==> config.mk <==
export PLATFORM = sky130hd
export DESIGN_NAME = if_fetch_unit
export DESIGN_NICKNAME = d
export VERILOG_FILES = /design/src/rtl/if_fetch_unit_pkg.sv /design/src/rtl/if_fetch_unit.sv
export SDC_FILE = /design/constraint.sdc
export NUM_CORES = 1
export LEC_CHECK = 0
export CELL_PAD_IN_SITES_DETAIL_PLACEMENT = 1
export CELL_PAD_IN_SITES_GLOBAL_PLACEMENT = 1
export CORE_ASPECT_RATIO = 1.5
export CORE_UTILIZATION = 35
export CTS_CLUSTER_DIAMETER = 30
export CTS_CLUSTER_SIZE = 10
export DETAILED_ROUTE_END_ITERATION = 8
export MAX_ROUTING_LAYER = met4
export PLACE_DENSITY_LB_ADDON = 0.1
export SLEW_MARGIN = 20
export SYNTH_ARGS = -nofsm -noshare
export SYNTH_HDL_FRONTEND = slang
export SYNTH_SLANG_ARGS = --single-unit
==> constraint.sdc <==
create_clock -name clk -period 2.65 [get_ports clk]
set_input_delay 0.265 -clock clk [delete_from_list [all_inputs] [get_ports clk]]
set_output_delay 0.265 -clock clk [all_outputs]
set_load 0.03 [all_outputs]
==> src/rtl/if_fetch_unit_pkg.sv <==
// Shared constants and state encoding for the instruction-fetch stage.
// Width defaults and the 3-bit fetch state type live here so other stages can reuse them.
package if_fetch_unit_pkg;

    localparam int IM_ADDR_BIT  = 10;
    localparam int FETCH_ST_BIT = 3;

    typedef enum logic [FETCH_ST_BIT-1:0] {
        ST_IDLE  = 3'd0,
        ST_FETCH = 3'd1,
        ST_WAIT  = 3'd2,
        ST_DRAIN = 3'd3,
        ST_HOLD  = 3'd4,
        ST_HALT  = 3'd5
    } fetch_state_e;

endpackage

==> src/rtl/if_fetch_unit.sv <==
// Instruction-fetch stage: owns the PC, runs a single-outstanding req/ack read to instruction
// memory and feeds {inst, pc_4} plus enable/clear controls to the IF/ID register.
module if_fetch_unit
    import if_fetch_unit_pkg::*;
#(
    parameter int IM_ADDR_W = IM_ADDR_BIT,
    parameter int RESET_PC  = 0
) (
    input  logic                 clk,
    input  logic                 rst_n,
    input  logic                 stall,
    input  logic                 redirect_en,
    input  logic [IM_ADDR_W-1:0] redirect_pc,
    input  logic                 halt,
    output logic                 imem_req,
    output logic [IM_ADDR_W-1:0] imem_addr,
    input  logic                 imem_ack,
    input  logic [31:0]          imem_rdata,
    output logic [31:0]          inst,
    output logic [IM_ADDR_W-1:0] pc_4,
    output logic                 fetch_valid,
    output logic                 if_id_en,
    output logic                 if_id_clr,
    output logic                 halted
);

    fetch_state_e         state_q, state_d;
    logic [IM_ADDR_W-1:0] pc_q, pc_d;
    logic [IM_ADDR_W-1:0] addr_q, addr_d;
    logic [31:0]          buf_q, buf_d;
    logic                 halt_pend_q, halt_pend_d;

    logic [IM_ADDR_W-1:0] pc_inc;
    logic                 halting;
    logic                 bubble;

    assign pc_inc  = pc_q + IM_ADDR_W'(1);
    assign halting = halt | halt_pend_q;

    always_ff @(posedge clk or negedge rst_n) begin
        if (!rst_n) begin
            state_q     <= ST_IDLE;
            pc_q        <= IM_ADDR_W'(RESET_PC);
            addr_q      <= '0;
            buf_q       <= '0;
            halt_pend_q <= 1'b0;
        end else begin
            state_q     <= state_d;
            pc_q        <= pc_d;
            addr_q      <= addr_d;
            buf_q       <= buf_d;
            halt_pend_q <= halt_pend_d;
        end
    end

    always_comb begin
        state_d     = state_q;
        pc_d        = pc_q;
        addr_d      = addr_q;
        buf_d       = buf_q;
        halt_pend_d = halt_pend_q | halt;
        case (state_q)
            ST_IDLE: begin
                if (halting) begin
                    state_d = ST_HALT;
                end else begin
                    if (redirect_en) pc_d = redirect_pc;
                    state_d = ST_FETCH;
                end
            end
            ST_FETCH, ST_WAIT: begin
                if (state_q == ST_FETCH) addr_d = pc_q;
                // A request that is still open when flushed must be drained before reuse.
                if (halting) begin
                    state_d = imem_ack ? ST_HALT : ST_DRAIN;
                end else if (redirect_en) begin
                    pc_d    = redirect_pc;
                    state_d = imem_ack ? ST_FETCH : ST_DRAIN;
                end else if (imem_ack) begin
                    if (stall) begin
                        buf_d   = imem_rdata;
                        state_d = ST_HOLD;
                    end else begin
                        pc_d    = pc_inc;
                        state_d = ST_FETCH;
                    end
                end else begin
                    state_d = ST_WAIT;
                end
            end
            ST_DRAIN: begin
                if (redirect_en && !halting) pc_d = redirect_pc;
                if (imem_ack) state_d = halting ? ST_HALT : ST_FETCH;
            end
            ST_HOLD: begin
                if (halting) begin
                    state_d = ST_HALT;
                end else if (redirect_en) begin
                    pc_d    = redirect_pc;
                    state_d = ST_FETCH;
                end else if (!stall) begin
                    pc_d    = pc_inc;
                    state_d = ST_FETCH;
                end
            end
            ST_HALT: state_d = ST_HALT;
            default: state_d = ST_IDLE;
        endcase
    end

    always_comb begin
        imem_req    = 1'b0;
        imem_addr   = addr_q;
        inst        = '0;
        pc_4        = '0;
        fetch_valid = 1'b0;
        halted      = 1'b0;
        if_id_en    = !stall;
        case (state_q)
            ST_FETCH, ST_WAIT: begin
                imem_req  = 1'b1;
                imem_addr = (state_q == ST_FETCH) ? pc_q : addr_q;
                // Zero-cycle pass-through of the returning word.
                if (imem_ack && !halting && !redirect_en) begin
                    fetch_valid = 1'b1;
                    inst        = imem_rdata;
                    pc_4        = pc_inc;
                end
            end
            ST_DRAIN: imem_req = 1'b1;
            ST_HOLD: begin
                if (!halting && !redirect_en) begin
                    fetch_valid = 1'b1;
                    inst        = buf_q;
                    pc_4        = pc_inc;
                end
            end
            ST_HALT: halted = 1'b1;
            default: ;
        endcase
        // IDLE has nothing in IF/ID yet, so it does not count as an empty-fetch bubble.
        bubble    = !fetch_valid && !stall && (state_q != ST_IDLE);
        if_id_clr = !(redirect_en | halt | halt_pend_q | bubble);
    end

endmodule

==> results of run 1 <==
-- how the worst max path moves through the flow --
stage,from,to,slack (ps),cells after the start
finish,state_q[0]$_DFFE_PN0P_,imem_addr[7],120,4
global route,state_q[0]$_DFFE_PN0P_,imem_addr[7],2,4
CTS,state_q[0]$_DFFE_PN0P_,imem_addr[8],90,4
detailed placement,halt,pc_4[9],280,5
global placement,halt,inst[25],320,6
floorplan,state_q[1]$_DFFE_PN0P_,inst[0],490,5
-- state kept, by name (all words and copies together) (netlist names) --
signal and cells:
state_q 3, halt_pend_q 1, buf_q 32, addr_q 10, pc_q 10
-- layer usage --
metal | vias to the layer above | share of wire, % | global-route usage (%)
met3 | 10 | 5.2 | 3.31
li1 | 1202 | - | -
met1 | 1267 | 41 | 21.9
met2 | 75 | 52 | 34.9
met4 | 0 | 1.8 | 6.91
met5 | - | 0 | -
-- worst reg2reg max path: cells and delay by family (launching register included) --
family,cells,cell delay (ps)
buffers and inverters,1,270
flip-flops,1,410
multiplexers,1,380
AND/OR/NAND/NOR,3,810
-- final cells by class --
| class | count | area [µm²] | area share [%] |
|---|---|---|---|
| Timing Repair Buffer | 117 | 1040 | 24.2 |
| Sequential cell | 56 | 1400 | 32.7 |
| Inverter | 8 | 30.0 | 0.701 |
| Clock inverter | 2 | 38.8 | 0.905 |
| Clock buffer | 6 | 139 | 3.24 |
| Multi-Input combinational cell | 182 | 1510 | 35.1 |
| Tap cell | 107 | 134 | 3.12 |
-- placed cells by master, fill, tap and decap left out, drive strengths merged, types with 6 or more instances in the layout --
| master | count |
|---|---|
| a22o | 32 |
| buf | 64 |
| clkbuf | 6 |
| clkdlybuf4s50 | 52 |
| dfrtp | 56 |
| inv | 8 |
| mux2 | 44 |
| nand3 | 7 |
| nor2 | 16 |
| nor3 | 9 |
| xnor2 | 7 |
-- timing repair --
item,in CTS,in global routing
pin swaps,0,0
setup endpoints to repair,1,2
resized for setup,1,2
setup buffers,0,0
-- cells by family after synthesis --
| family | after synthesis | synth area share (%) |
|---|---|---|
| flops | 56 | 46.2 |
| fa+ha+maj | 1 | 0.412 |
| mux | 49 | 18.0 |
| buf+inv | 30 | 4.53 |
| compound gates | 70 | 19.0 |
| xor+xnor | 7 | 2.02 |
| simple gates | 55 | 9.93 |
-- power by group --
| group | internal, mW | total (mW) | switching, mW |
|---|---|---|---|
| clock network | 0.474 | 0.787 | 0.313 |
| registers | 0.968 | 1.06 | 0.0932 |
| logic | 0.479 | 1.05 | 0.571 |
==> impl_metrics.ini, run 1 <==
[cells_and_area]
fin_util_pct = 51.0
design_area_um2 = 4290
antenna_cells = 0
fin_nets = 419
drive_gt1_share_pct = 25.9
syn_to_final_growth_pct = 41.2
final_cells = 478
nFillCells = 928

[power_and_ir_drop]
total_power_mw = 2.90
p_leak_nw = 2.01
peakVddDrop_v = 0.000413
powerDensity_nw_per_um2 = 676

[synthesis]
synth-edff-count = 0
syn_inst = 268
synth_top_cell_area_share_pct = 46.2
netlist_top_cells_area = dfrtp_1 46%, mux2_1 11%, a22o_1 9.2%
syn_nets = 317
yosysMostFrequentCell = dfrtp_1
yosys_warnings = 0
netlist_area_um2 = 3040
avgSynthCellArea_um2 = 11.3
ys_seq_area_share_pct = 46.2
synth-seq-cells = 56
ys.flop_type = dfrtp_1
synth-async-reset-ratio_pct = 100
synth_cell_type_count = 47
synthTopCellsByCount = 56 x dfrtp_1, 32 x a22o_1, 30 x mux2_1
yosysTopAreaCell = dfrtp_1

[setup_path]
cp_top_family = buffers and inverters
arrival_ps = 2270
critPathCaptureType = output pin
crit_buf_inv = 2
worst_setup_path_start_kind = flip-flop
cpPeakStageDelay_ps = 590
path_class = reg2out
worstPathMaxFanout = 12
worstPathRequired_ps = 2380
worstReg2RegStart = halt_pend_q$_DFF_PN0_
r2r_slack_ps = 680
r2r_cells = 5
rr_endpoint = buf_q[20]$_DFFE_PN0P_
cp_cell_sequence = nor3b_1 -> buf_4 -> mux2_2 -> clkdlybuf4s50_1
cp_slowest_cell = clkdlybuf4s50_1

[outcome]
status = completed

[clock_network]
cts_hold_buf = 0
h-tree-depth = 2
clock_latency_ps = 300
cts_buffers = 5
clk_pin_slew_ps = 70
cts_sinks = 56
cts_tree = yes
ctsRootBufferMaster = clkbuf_16
cts_buffer_depth = 2

[floorplanning]
die-area_um2 = 9060
pin_count = 105
initial_core_util_pct = 36.1
coreArea_um2 = 8410
dieHeight_um = 116
rows = 41
die_w_um = 78.0

[placement]
pre_cts_ws_ps = 284
place.gp.congestion = 0.878
placed_area_um2 = 4100
placed_cells = 470
dp_hpwl_um = 5980
io_buffer_count = 104

[route]
vias = 2554
drcViolationCount = 0
drtPass1Iterations = 4
via_per_inst = 5.34
wl_per_cell_um = 17.1
drt_iter0_markers = 85
antenna_left = 0
wl_um = 8190

[sta]
hold_violations = 0
report.final.slew_viol_count = 0
setup_viol = 0
clock_skew_ps = 3.56
worst_pin_slew_ps = 801
fin_crit_sh_pct = 95.5
worst_slack_ps = 119
finalCriticalPeriod_ps = 2530
holdWs_ps = 50.1
fmaxAchievable_mhz = 395
setup_tns_ps = 0
rsz0062_at_grt = no
relSlewSlack_pct = 46.6

[global_routing]
grt_pass1_wl_um = 13200
grt_antenna_before_repair = 0
grt_max_degree = 34
grt_usage_pct = 19.5
grt_pass1_vias = 2578
overflow = 0

[run]
maxCapViolations = 0

[hold_path]
hp-class = in2async
Power figures use the tool's default switching activity.
==> inputs of run 2 (changes only) <==
--- a/config.mk
+++ b/config.mk
@@ -12,6 +12,7 @@
 export CTS_CLUSTER_DIAMETER = 30
 export CTS_CLUSTER_SIZE = 10
 export DETAILED_ROUTE_END_ITERATION = 8
+export GPL_ROUTABILITY_DRIVEN = 1
 export MAX_ROUTING_LAYER = met4
 export PLACE_DENSITY_LB_ADDON = 0.1
 export SLEW_MARGIN = 20
==> results of run 2 <==
The final DEF is identical to that of run 1; final timing and power are the same.
==> inputs of run 3 (changes only) <==
--- a/config.mk
+++ b/config.mk
@@ -13,6 +13,7 @@
 export CTS_CLUSTER_SIZE = 10
 export DETAILED_ROUTE_END_ITERATION = 8
 export GPL_ROUTABILITY_DRIVEN = 1
+export HOLD_SLACK_MARGIN = 0.06
 export MAX_ROUTING_LAYER = met4
 export PLACE_DENSITY_LB_ADDON = 0.1
 export SLEW_MARGIN = 20
==> results of run 3 <==
The final DEF is identical to that of run 1; final timing and power are the same.
